**src/rtl/mem_arbiter_pkg.sv**
```systemverilog
// -----------------------------------------------------------------------------
// mem_arbiter_pkg
//   Shared definitions for the cpu/DMA memory arbiter:
//     - arb_state_t : bus ownership state (cpu owns / DMA owns)
//     - DEF_AW/DEF_DW : default address and data widths
//     - cnt_width() : width of a counter that must hold 0..limit
// -----------------------------------------------------------------------------
package mem_arbiter_pkg;

    // Default bus geometry shared by the interface and the arbiter.
    localparam int DEF_AW = 16;
    localparam int DEF_DW = 8;

    // Who drives the memory this cycle.
    typedef enum logic {
        ST_CPU = 1'b0,
        ST_DMA = 1'b1
    } arb_state_t;

    // Counter width able to represent every value from 0 up to 'limit'.
    function automatic int cnt_width(input int limit);
        return $clog2(limit + 1);
    endfunction

endpackage : mem_arbiter_pkg

```
**src/rtl/mem_arbiter_if.sv**
```systemverilog
// -----------------------------------------------------------------------------
// mem_arbiter_if
//   Bundles the three buses that meet at the arbiter: the cpu port, the DMA
//   requester port and the single-port MEMORY.
//
//   cpu side : cpu_addr, cpu_wdata, cpu_we (to arbiter); cpu_rdy, cpu_rdata (back)
//   DMA side : dma_req, dma_addr, dma_wdata, dma_we (to arbiter);
//              dma_gnt, dma_ack, dma_rdata (back)
//   MEMORY   : mem_addr, mem_wdata, mem_we (to memory); mem_rdata (from memory,
//              combinational read)
//
//   Modports:
//     slave  - the arbiter's view
//     master - the surrounding system's view (cpu, DMA engine and memory)
// -----------------------------------------------------------------------------
interface mem_arbiter_if
    import mem_arbiter_pkg::*;
#(
    parameter int AW = DEF_AW,
    parameter int DW = DEF_DW
) ();

    // cpu port
    logic [AW-1:0] cpu_addr;
    logic [DW-1:0] cpu_wdata;
    logic          cpu_we;
    logic          cpu_rdy;
    logic [DW-1:0] cpu_rdata;

    // DMA port
    logic          dma_req;
    logic [AW-1:0] dma_addr;
    logic [DW-1:0] dma_wdata;
    logic          dma_we;
    logic          dma_gnt;
    logic          dma_ack;
    logic [DW-1:0] dma_rdata;

    // MEMORY port
    logic [AW-1:0] mem_addr;
    logic [DW-1:0] mem_wdata;
    logic          mem_we;
    logic [DW-1:0] mem_rdata;

    modport slave (
        input  cpu_addr, cpu_wdata, cpu_we,
        output cpu_rdy, cpu_rdata,
        input  dma_req, dma_addr, dma_wdata, dma_we,
        output dma_gnt, dma_ack, dma_rdata,
        output mem_addr, mem_wdata, mem_we,
        input  mem_rdata
    );

    modport master (
        output cpu_addr, cpu_wdata, cpu_we,
        input  cpu_rdy, cpu_rdata,
        output dma_req, dma_addr, dma_wdata, dma_we,
        input  dma_gnt, dma_ack, dma_rdata,
        input  mem_addr, mem_wdata, mem_we,
        output mem_rdata
    );

endinterface : mem_arbiter_if

```
**src/rtl/mem_arbiter.sv**
```systemverilog
// -----------------------------------------------------------------------------
// mem_arbiter
//   Shares one single-port MEMORY between the cpu and a DMA requester.
//   The cpu owns the bus by default; a DMA request that stays pending for
//   MAX_WAIT cycles is granted, and the DMA then keeps the bus for at most
//   BURST_MAX consecutive cycles before ownership returns to the cpu. While
//   the DMA owns the bus, cpu_rdy is low and the cpu holds its access.
//
// Parameters
//   AW, DW     address / data width (must match the interface instance)
//   MAX_WAIT   cycles a pending DMA request waits before grant (>= 1)
//   BURST_MAX  max consecutive DMA-owned cycles (>= 1)
//
// Ports
//   CLK  clock, all state on posedge
//   R    synchronous active-low reset
//   bus  mem_arbiter_if.slave : cpu, DMA and MEMORY buses
// -----------------------------------------------------------------------------
module mem_arbiter
    import mem_arbiter_pkg::*;
#(
    parameter int AW        = DEF_AW,
    parameter int DW        = DEF_DW,
    parameter int MAX_WAIT  = 4,
    parameter int BURST_MAX = 8
) (
    input  logic          CLK,
    input  logic          R,
    mem_arbiter_if.slave  bus
);

    localparam int WAIT_W  = cnt_width(MAX_WAIT);
    localparam int BURST_W = cnt_width(BURST_MAX);

    // Terminal counts: reaching these values ends the wait / the burst.
    localparam logic [WAIT_W-1:0]  WAIT_LAST  = WAIT_W'(MAX_WAIT - 1);
    localparam logic [BURST_W-1:0] BURST_LAST = BURST_W'(BURST_MAX - 1);

    arb_state_t         r_state;
    arb_state_t         w_state_nxt;
    logic [WAIT_W-1:0]  r_wait_cnt;
    logic [WAIT_W-1:0]  w_wait_cnt_nxt;
    logic [BURST_W-1:0] r_burst_cnt;
    logic [BURST_W-1:0] w_burst_cnt_nxt;

    logic [AW-1:0]      w_mem_addr;
    logic [DW-1:0]      w_mem_wdata;
    logic               w_mem_we;
    logic               w_dma_owns;

    // -------------------------------------------------------------------------
    // State register (synchronous active-low reset)
    // -------------------------------------------------------------------------
    // NOTE: clocked state uses non-blocking assignments so every register
    // samples the pre-edge values, independent of statement order.
    always_ff @(posedge CLK) begin
        if (!R) begin
            r_state     <= ST_CPU;
            r_wait_cnt  <= '0;
            r_burst_cnt <= '0;
        end else begin
            r_state     <= w_state_nxt;
            r_wait_cnt  <= w_wait_cnt_nxt;
            r_burst_cnt <= w_burst_cnt_nxt;
        end
    end

    // -------------------------------------------------------------------------
    // Next-state logic
    // -------------------------------------------------------------------------
    // NOTE: every signal gets a default before the case so no path leaves a
    // value unassigned, which would otherwise infer a latch.
    always_comb begin
        w_state_nxt     = r_state;
        w_wait_cnt_nxt  = r_wait_cnt;
        w_burst_cnt_nxt = r_burst_cnt;

        unique case (r_state)
            ST_CPU: begin
                // The burst counter only runs while the DMA owns the bus.
                w_burst_cnt_nxt = '0;
                if (!bus.dma_req) begin
                    // A request must be continuously pending to accumulate wait.
                    w_wait_cnt_nxt = '0;
                end else if (r_wait_cnt == WAIT_LAST) begin
                    // MAX_WAIT-th pending cycle: DMA owns the bus next cycle.
                    w_state_nxt    = ST_DMA;
                    w_wait_cnt_nxt = '0;
                end else begin
                    w_wait_cnt_nxt = r_wait_cnt + 1'b1;
                end
            end

            ST_DMA: begin
                w_wait_cnt_nxt = '0;
                if (!bus.dma_req) begin
                    // DMA went idle: hand the bus back; this cycle is unused.
                    w_state_nxt     = ST_CPU;
                    w_burst_cnt_nxt = '0;
                end else if (r_burst_cnt == BURST_LAST) begin
                    // Last access of the burst: cpu gets the bus back.
                    w_state_nxt     = ST_CPU;
                    w_burst_cnt_nxt = '0;
                end else begin
                    w_burst_cnt_nxt = r_burst_cnt + 1'b1;
                end
            end

            default: begin
                w_state_nxt     = ST_CPU;
                w_wait_cnt_nxt  = '0;
                w_burst_cnt_nxt = '0;
            end
        endcase
    end

    // -------------------------------------------------------------------------
    // Bus mux, driven from the registered state only
    // -------------------------------------------------------------------------
    assign w_dma_owns = (r_state == ST_DMA);

    always_comb begin
        w_mem_addr  = bus.cpu_addr;
        w_mem_wdata = bus.cpu_wdata;
        w_mem_we    = bus.cpu_we;
        if (w_dma_owns) begin
            w_mem_addr  = bus.dma_addr;
            w_mem_wdata = bus.dma_wdata;
            // An owned-but-idle DMA cycle must not write.
            w_mem_we    = bus.dma_we & bus.dma_req;
        end
    end

    assign bus.mem_addr  = w_mem_addr;
    assign bus.mem_wdata = w_mem_wdata;
    // Reset gates the write strobe combinationally so the reset cycle itself
    // can never corrupt memory, even mid-burst.
    assign bus.mem_we    = R & w_mem_we;

    assign bus.cpu_rdy   = ~w_dma_owns;
    assign bus.dma_gnt   = w_dma_owns;
    assign bus.dma_ack   = w_dma_owns & bus.dma_req;

    // Memory read is combinational, so both requesters see it in the access cycle.
    assign bus.cpu_rdata = bus.mem_rdata;
    assign bus.dma_rdata = bus.mem_rdata;

endmodule : mem_arbiter

```
**src/flat_wrapper.sv**
```systemverilog
// flat-port wrapper written by rule: the top's interface ports become plain ports
module mem_arbiter_flat import mem_arbiter_pkg::*;
#(
    parameter int AW        = DEF_AW,
    parameter int DW        = DEF_DW,
    parameter int MAX_WAIT  = 4,
    parameter int BURST_MAX = 8
)
  (CLK, R, bus_cpu_addr, bus_cpu_wdata, bus_cpu_we, bus_cpu_rdy, bus_cpu_rdata, bus_dma_req, bus_dma_addr, bus_dma_wdata, bus_dma_we, bus_dma_gnt, bus_dma_ack, bus_dma_rdata, bus_mem_addr, bus_mem_wdata, bus_mem_we, bus_mem_rdata);
  mem_arbiter_if #(.AW(AW), .DW(DW)) bus_i ();
  input  logic CLK;
  input  logic R;
  input wire logic [$bits(bus_i.cpu_addr)-1:0] bus_cpu_addr;
  input wire logic [$bits(bus_i.cpu_wdata)-1:0] bus_cpu_wdata;
  input wire logic [$bits(bus_i.cpu_we)-1:0] bus_cpu_we;
  output wire logic [$bits(bus_i.cpu_rdy)-1:0] bus_cpu_rdy;
  output wire logic [$bits(bus_i.cpu_rdata)-1:0] bus_cpu_rdata;
  input wire logic [$bits(bus_i.dma_req)-1:0] bus_dma_req;
  input wire logic [$bits(bus_i.dma_addr)-1:0] bus_dma_addr;
  input wire logic [$bits(bus_i.dma_wdata)-1:0] bus_dma_wdata;
  input wire logic [$bits(bus_i.dma_we)-1:0] bus_dma_we;
  output wire logic [$bits(bus_i.dma_gnt)-1:0] bus_dma_gnt;
  output wire logic [$bits(bus_i.dma_ack)-1:0] bus_dma_ack;
  output wire logic [$bits(bus_i.dma_rdata)-1:0] bus_dma_rdata;
  output wire logic [$bits(bus_i.mem_addr)-1:0] bus_mem_addr;
  output wire logic [$bits(bus_i.mem_wdata)-1:0] bus_mem_wdata;
  output wire logic [$bits(bus_i.mem_we)-1:0] bus_mem_we;
  input wire logic [$bits(bus_i.mem_rdata)-1:0] bus_mem_rdata;
  assign bus_i.cpu_addr = bus_cpu_addr;
  assign bus_i.cpu_wdata = bus_cpu_wdata;
  assign bus_i.cpu_we = bus_cpu_we;
  assign bus_cpu_rdy = bus_i.cpu_rdy;
  assign bus_cpu_rdata = bus_i.cpu_rdata;
  assign bus_i.dma_req = bus_dma_req;
  assign bus_i.dma_addr = bus_dma_addr;
  assign bus_i.dma_wdata = bus_dma_wdata;
  assign bus_i.dma_we = bus_dma_we;
  assign bus_dma_gnt = bus_i.dma_gnt;
  assign bus_dma_ack = bus_i.dma_ack;
  assign bus_dma_rdata = bus_i.dma_rdata;
  assign bus_mem_addr = bus_i.mem_addr;
  assign bus_mem_wdata = bus_i.mem_wdata;
  assign bus_mem_we = bus_i.mem_we;
  assign bus_i.mem_rdata = bus_mem_rdata;
  mem_arbiter #(.AW(AW), .DW(DW), .MAX_WAIT(MAX_WAIT), .BURST_MAX(BURST_MAX)) u_core (.CLK(CLK), .R(R), .bus(bus_i));
endmodule
```
**config.mk**
```make
export PLATFORM = sky130hd
export DESIGN_NAME = mem_arbiter_flat
export DESIGN_NICKNAME = d
export VERILOG_FILES = /design/src/rtl/mem_arbiter_pkg.sv /design/src/rtl/mem_arbiter_if.sv /design/src/rtl/mem_arbiter.sv /design/src/flat_wrapper.sv
export SDC_FILE = /design/constraint.sdc
export NUM_CORES = 1
export LEC_CHECK = 0
export BUFFER_PORTS_ARGS = -buffer_cell sky130_fd_sc_hd__buf_4
export CORE_MARGIN = 2
export CORE_UTILIZATION = 30
export CTS_CLUSTER_SIZE = 30
export DETAILED_ROUTE_END_ITERATION = 16
export PLACE_DENSITY = 0.78
export SYNTH_ARGS = -nofsm -noshare
export SYNTH_HDL_FRONTEND = slang
export SYNTH_SLANG_ARGS = --single-unit
```
**constraint.sdc**
```tcl
create_clock -name CLK -period 1.3 [get_ports CLK]
set_input_delay 0.26 -clock CLK [delete_from_list [all_inputs] [get_ports CLK]]
set_output_delay 0.26 -clock CLK [all_outputs]
set_load 0.005 [all_outputs]
```
==> results.env <==
FINAL_ANTENNA_NET_COUNT=0
PROPORTION_OF_TOTAL_POWER_DUE_TO_NET_SWITCHING_PCT=22.3
ANTENNA_FOUND_INITIAL=0
DRT_ITER0_DRC=4
POST_SYNTH_NUM_CELL_TYPES=18
COMPOUND_CELL_AREA_SHARE_OF_THE_YOSYS_NETLIST_PCT=4.05
YOSYSWARNINGCOUNT=0
WORST-PATH-MAX-FANOUT=6
CP_NUM_BUF_INV=2
WORST_HOLD_PATH_TYPE='in2reg'
CP-END-KIND='output pin'
FILLERINSTANCES=176
POWER_PER_CELL_AREA_mW_PER_MM2=487
SYN_TO_FINAL_GROWTH_PCT=107
CTS_MAX_PATH_BUFFERS=2
DIE_Y_UM=53.7
CTS.CLK_SLEW.WORST_PATHS_NS=0.05
DOMINANT_COMBINATIONAL_CELL_FAMILY_BY_AREA_AFTER_SYNTHESIS='multiplexers'
POSTSYNTHREGISTERBITS=8
R2R-START='u_core.bus.dma_gnt'
CRITICAL_PATH.MAX_STAGE_DELAY_NS=0.40
POWER.NET_SWITCHING_W=0.000167
WIRE_PER_INST_UM=16.7
SETUP.WORST_PATH.START_CLASS='flip-flop'
FAILED_CHECKS='setup timing'
POWER_FRAC_COMB_PCT=41.4
GRT_SETUP_UNREPAIRED='true'
FIN_SKEW_NS=0.00290
DIE-AREA_MM2=0.00289
AVGSYNTHCELLAREA_UM2=9.89
SYN_NETS=139
DRT_PRE_ANTENNA_ITERS=3
NUMBER_OF_BUFFER_CELLS_ADDED_ON_PRIMARY_PORTS=80
DIE_W_UM=53.7
MAXIMUM_NUMBER_OF_PINS_ON_ONE_NET_BEFORE_GLOBAL_ROUTE_REPAIR=16
HPWL_UM=2010
SYNTH_FA_HA_AREA_SHARE_PCT=5.06
TOTAL_ROUTING_USAGE_GR_PCT=17.4
POWER.LEAKAGE_nW=0.772
SLEW_VIOL_FINAL=0
SLEW-LIMIT-HEADROOM_PCT=83.7
DETAILROUTE.VIA_COUNT=829
HOLD_VIOL=0
CAP_VIOL_MAX_COUNT=0
CRIT_CHAIN='buf_8 > mux2_4 > buf_6'
WHS_ENDPOINT='u_core.bus.dma_gnt'
REG2REG_DEPTH=5
SYNTHTOPCELLSBYAREA='mux2_2 36%, dfxtp_1 22%, buf_4 17%'
GLOBAL_ROUTE_WIRE_LENGTH_BEFORE_REPAIR_UM=3420
CP_TOP_FAMILY='flip-flops'
START_UTIL_PCT=30.8
PEAKVDDDROP_V=0.000666
SYNTH-XOR-AREA-SHARE_PCT=2.36
CORE_OUTLINE_AREA_MM2=0.00241
SYNTH-SEQ-AREA-SHARE_PCT=21.6
CTS_BUFFERS=3
NETLIST_AREA_UM2=742
CLK-INSERTION-DELAY-LATE_NS=0.25
P_INT_W=0.000581
ROUTED_VIA_DENSITY=4.76
LAYOUT_CELLS_SIZED_ABOVE_1_PCT=81.9
DETAIL_ROUTE.WIRELENGTH_UM=2910
NUM_ROWS=18
R2R_SETUP_SLACK_NS=0.06
SYNTHCELLS=75
SIMPLE_GATE_AREA_SHARE_OF_THE_YOSYS_NETLIST_PCT=10.5
TOTALPOWERFINAL_W=0.000748
FIN_CRIT_SH_PCT=116
TRANSITION_TIME_AT_THE_PIN_WITH_THE_LEAST_SLEW_MARGIN_NS=0.241
CLOCK_POWER_SHARE_PCT=25.4
CTS.SINKS=8
SETUP-VIOLATIONS-FINAL=26
FMAX_GHz=0.666
DRCVIOLATIONCOUNT=0
R2R_END='u_core.r_burst_cnt[0]'
HOLD_PATH_STARTPOINT='bus_dma_req'
FINALCOREUTILIZATION_PCT=63.8
CTS_MAX_LEVEL=1
CP.REQUIRED_NS=1.04
FINAL_CRITICAL_PATH_SETUP_SLACK_NS=-0.202
CTS.ROOT.BUFFER_CELL='clkbuf_4'
ROUTABILITYCONGESTION=0.716
FINAL_NET_COUNT=210
ANTENNA_CELLS=0
CRIT_PATH_START='u_core.bus.dma_gnt'
POST-SYNTH-TOP-AREA-FRACTION_PCT=36.4
OUTCOME='finished, violations left'
NUMBER_OF_GLOBAL_ROUTE_VIAS_BEFORE_REPAIR=801
CTS_TREE='done'
POWER_FRAC_SEQ_PCT=33.2
ARRIVAL_NS=1.24
MIN_DELAY_PATH_DEPTH=2
CELL_TAKING_THE_MOST_AREA_AFTER_SYNTHESIS='mux2_2'
CRITICAL_PATH_CLASS='reg2out'
LAYOUT_MIN_CYCLE_TIME_NS=1.50
FRACTION_OF_SYNTHESIZED_AREA_IN_MULTIPLEXERS_PCT=36.4
GRT_OVERFLOW=0
CPMAXSTAGEDELAYCELL='dfxtp_4'
CTS_HOLD_BUFFERS=0
IO-PIN-COUNT=105
[cells in the final DEF, fill, tap and decap left out, drive strengths merged]
cell type / netlist / final
buf: 19 / 84
mux2: 24 / 24
dfxtp: 8 / 8
clkbuf: 0 / 4
ha: 3 / 3
inv: 3 / 3
nand2: 3 / 3
and2: 3 / 3
nor4: 2 / 2
xnor2: 2 / 2
nand3: 2 / 2
a21boi: 1 / 1
a31oi: 1 / 1
nor4b: 1 / 1
and2b: 1 / 1
nor2: 1 / 1
a41o: 1 / 1
[routing by layer]
| metal | GRT usage, % | vias to the layer above | wire length (µm) |
|---|---|---|---|
| li1 | - | 388 | - |
| met1 | 14.6 | 365 | 938 |
| met2 | 37.4 | 76 | 1610 |
| met3 | 6.11 | 0 | 359 |
| met4 | 3.85 | 0 | 0 |
| met5 | 0 | - | 0 |
[how the worst max path moves through the flow]
stage	endpoint	cells after the start	slack, ns
2_1_floorplan	bus_mem_addr[10]	2	0.12
6_report	bus_mem_wdata[1]	3	-0.20
3_3_place_gp	bus_mem_wdata[1]	3	0.02
3_5_place_dp	bus_mem_addr[1]	3	0.002
5_1_grt	bus_mem_we	5	-0.25
4_1_cts	bus_mem_addr[12]	3	-0.22
[power groups by stage]
stage | clock (W) | combinational (W) | sequential [W]
final | 0.000190 | 0.000310 | 0.000248
after detailed placement | 0 | 0.000245 | 0.000255
after CTS | 0.000196 | 0.000276 | 0.000248
after global placement | 0 | 0.000241 | 0.000255
after global routing | 0.000218 | 0.000327 | 0.000248
after floorplan | 0 | 0.0000950 | 0.000255
[flip-flops by register name (all words and copies together) (netlist names)]
signal and count:
u_core.r_burst_cnt 4, u_core.bus.dma_gnt 1, u_core.r_wait_cnt 3
[worst reg2reg max path, delay by kind of cell (launching register included)]
family | cells | cell delay, ns
buf+inv | 2 | 0.30
compound gates | 1 | 0.23
simple gates | 2 | 0.24
flops | 1 | 0.40
[logic make-up after synthesis]
family | count (synthesis)
AND/OR/NAND/NOR | 13
XOR/XNOR | 2
AO/OA/AOI/OAI | 3
multiplexers | 24
buffers and inverters | 22
adder cells (fa/ha/maj) | 3
flip-flops | 8
[layout make-up]
class / instances / area (µm²) / share of cell area, %
Clock buffer: 3 / 22.5 / 1.47
Inverter: 3 / 11.3 / 0.733
Multi-Input combinational cell: 45 / 528 / 34.4
Sequential cell: 8 / 164 / 10.7
Tap cell: 30 / 37.5 / 2.44
Timing Repair Buffer: 85 / 773 / 50.3
[Yosys cell counts, drive strengths merged]
library cell	count
inv	3
and2	3
nor4	2
a21boi	1
nand3	2
xnor2	2
dfxtp	8
and2b	1
nand2	3
nor2	1
a31oi	1
ha	3
buf	19
mux2	24
a41o	1
nor4b	1
[timing repair]
action / 4_1_cts / 5_1_grt
pin swaps: 0 / 3
resized for setup: 27 / 30
cloned: 0 / 1
setup endpoints to repair: 27 / 26
buffers inserted: 1 / 0
hold endpoints to repair: 0 / 0
[through the flow]
| step | cell area (µm²) | hold slack (ns) | instances | worst slack [ns] | setup TNS [ns] |
|---|---|---|---|---|---|
| floorplan | 742 | 0.406 | 75 | 0.117 | 0 |
| detailed placement | 1280 | 0.421 | 169 | 0.00188 | 0 |
| global placement | 1280 | 0.414 | 169 | 0.0167 | 0 |
| finish | 1540 | 0.292 | 174 | -0.202 | -4.70 |
| CTS | 1410 | 0.284 | 173 | -0.215 | -4.62 |
| global route | 1540 | 0.283 | 174 | -0.252 | -5.91 |
(Power assumes the default switching activity.)
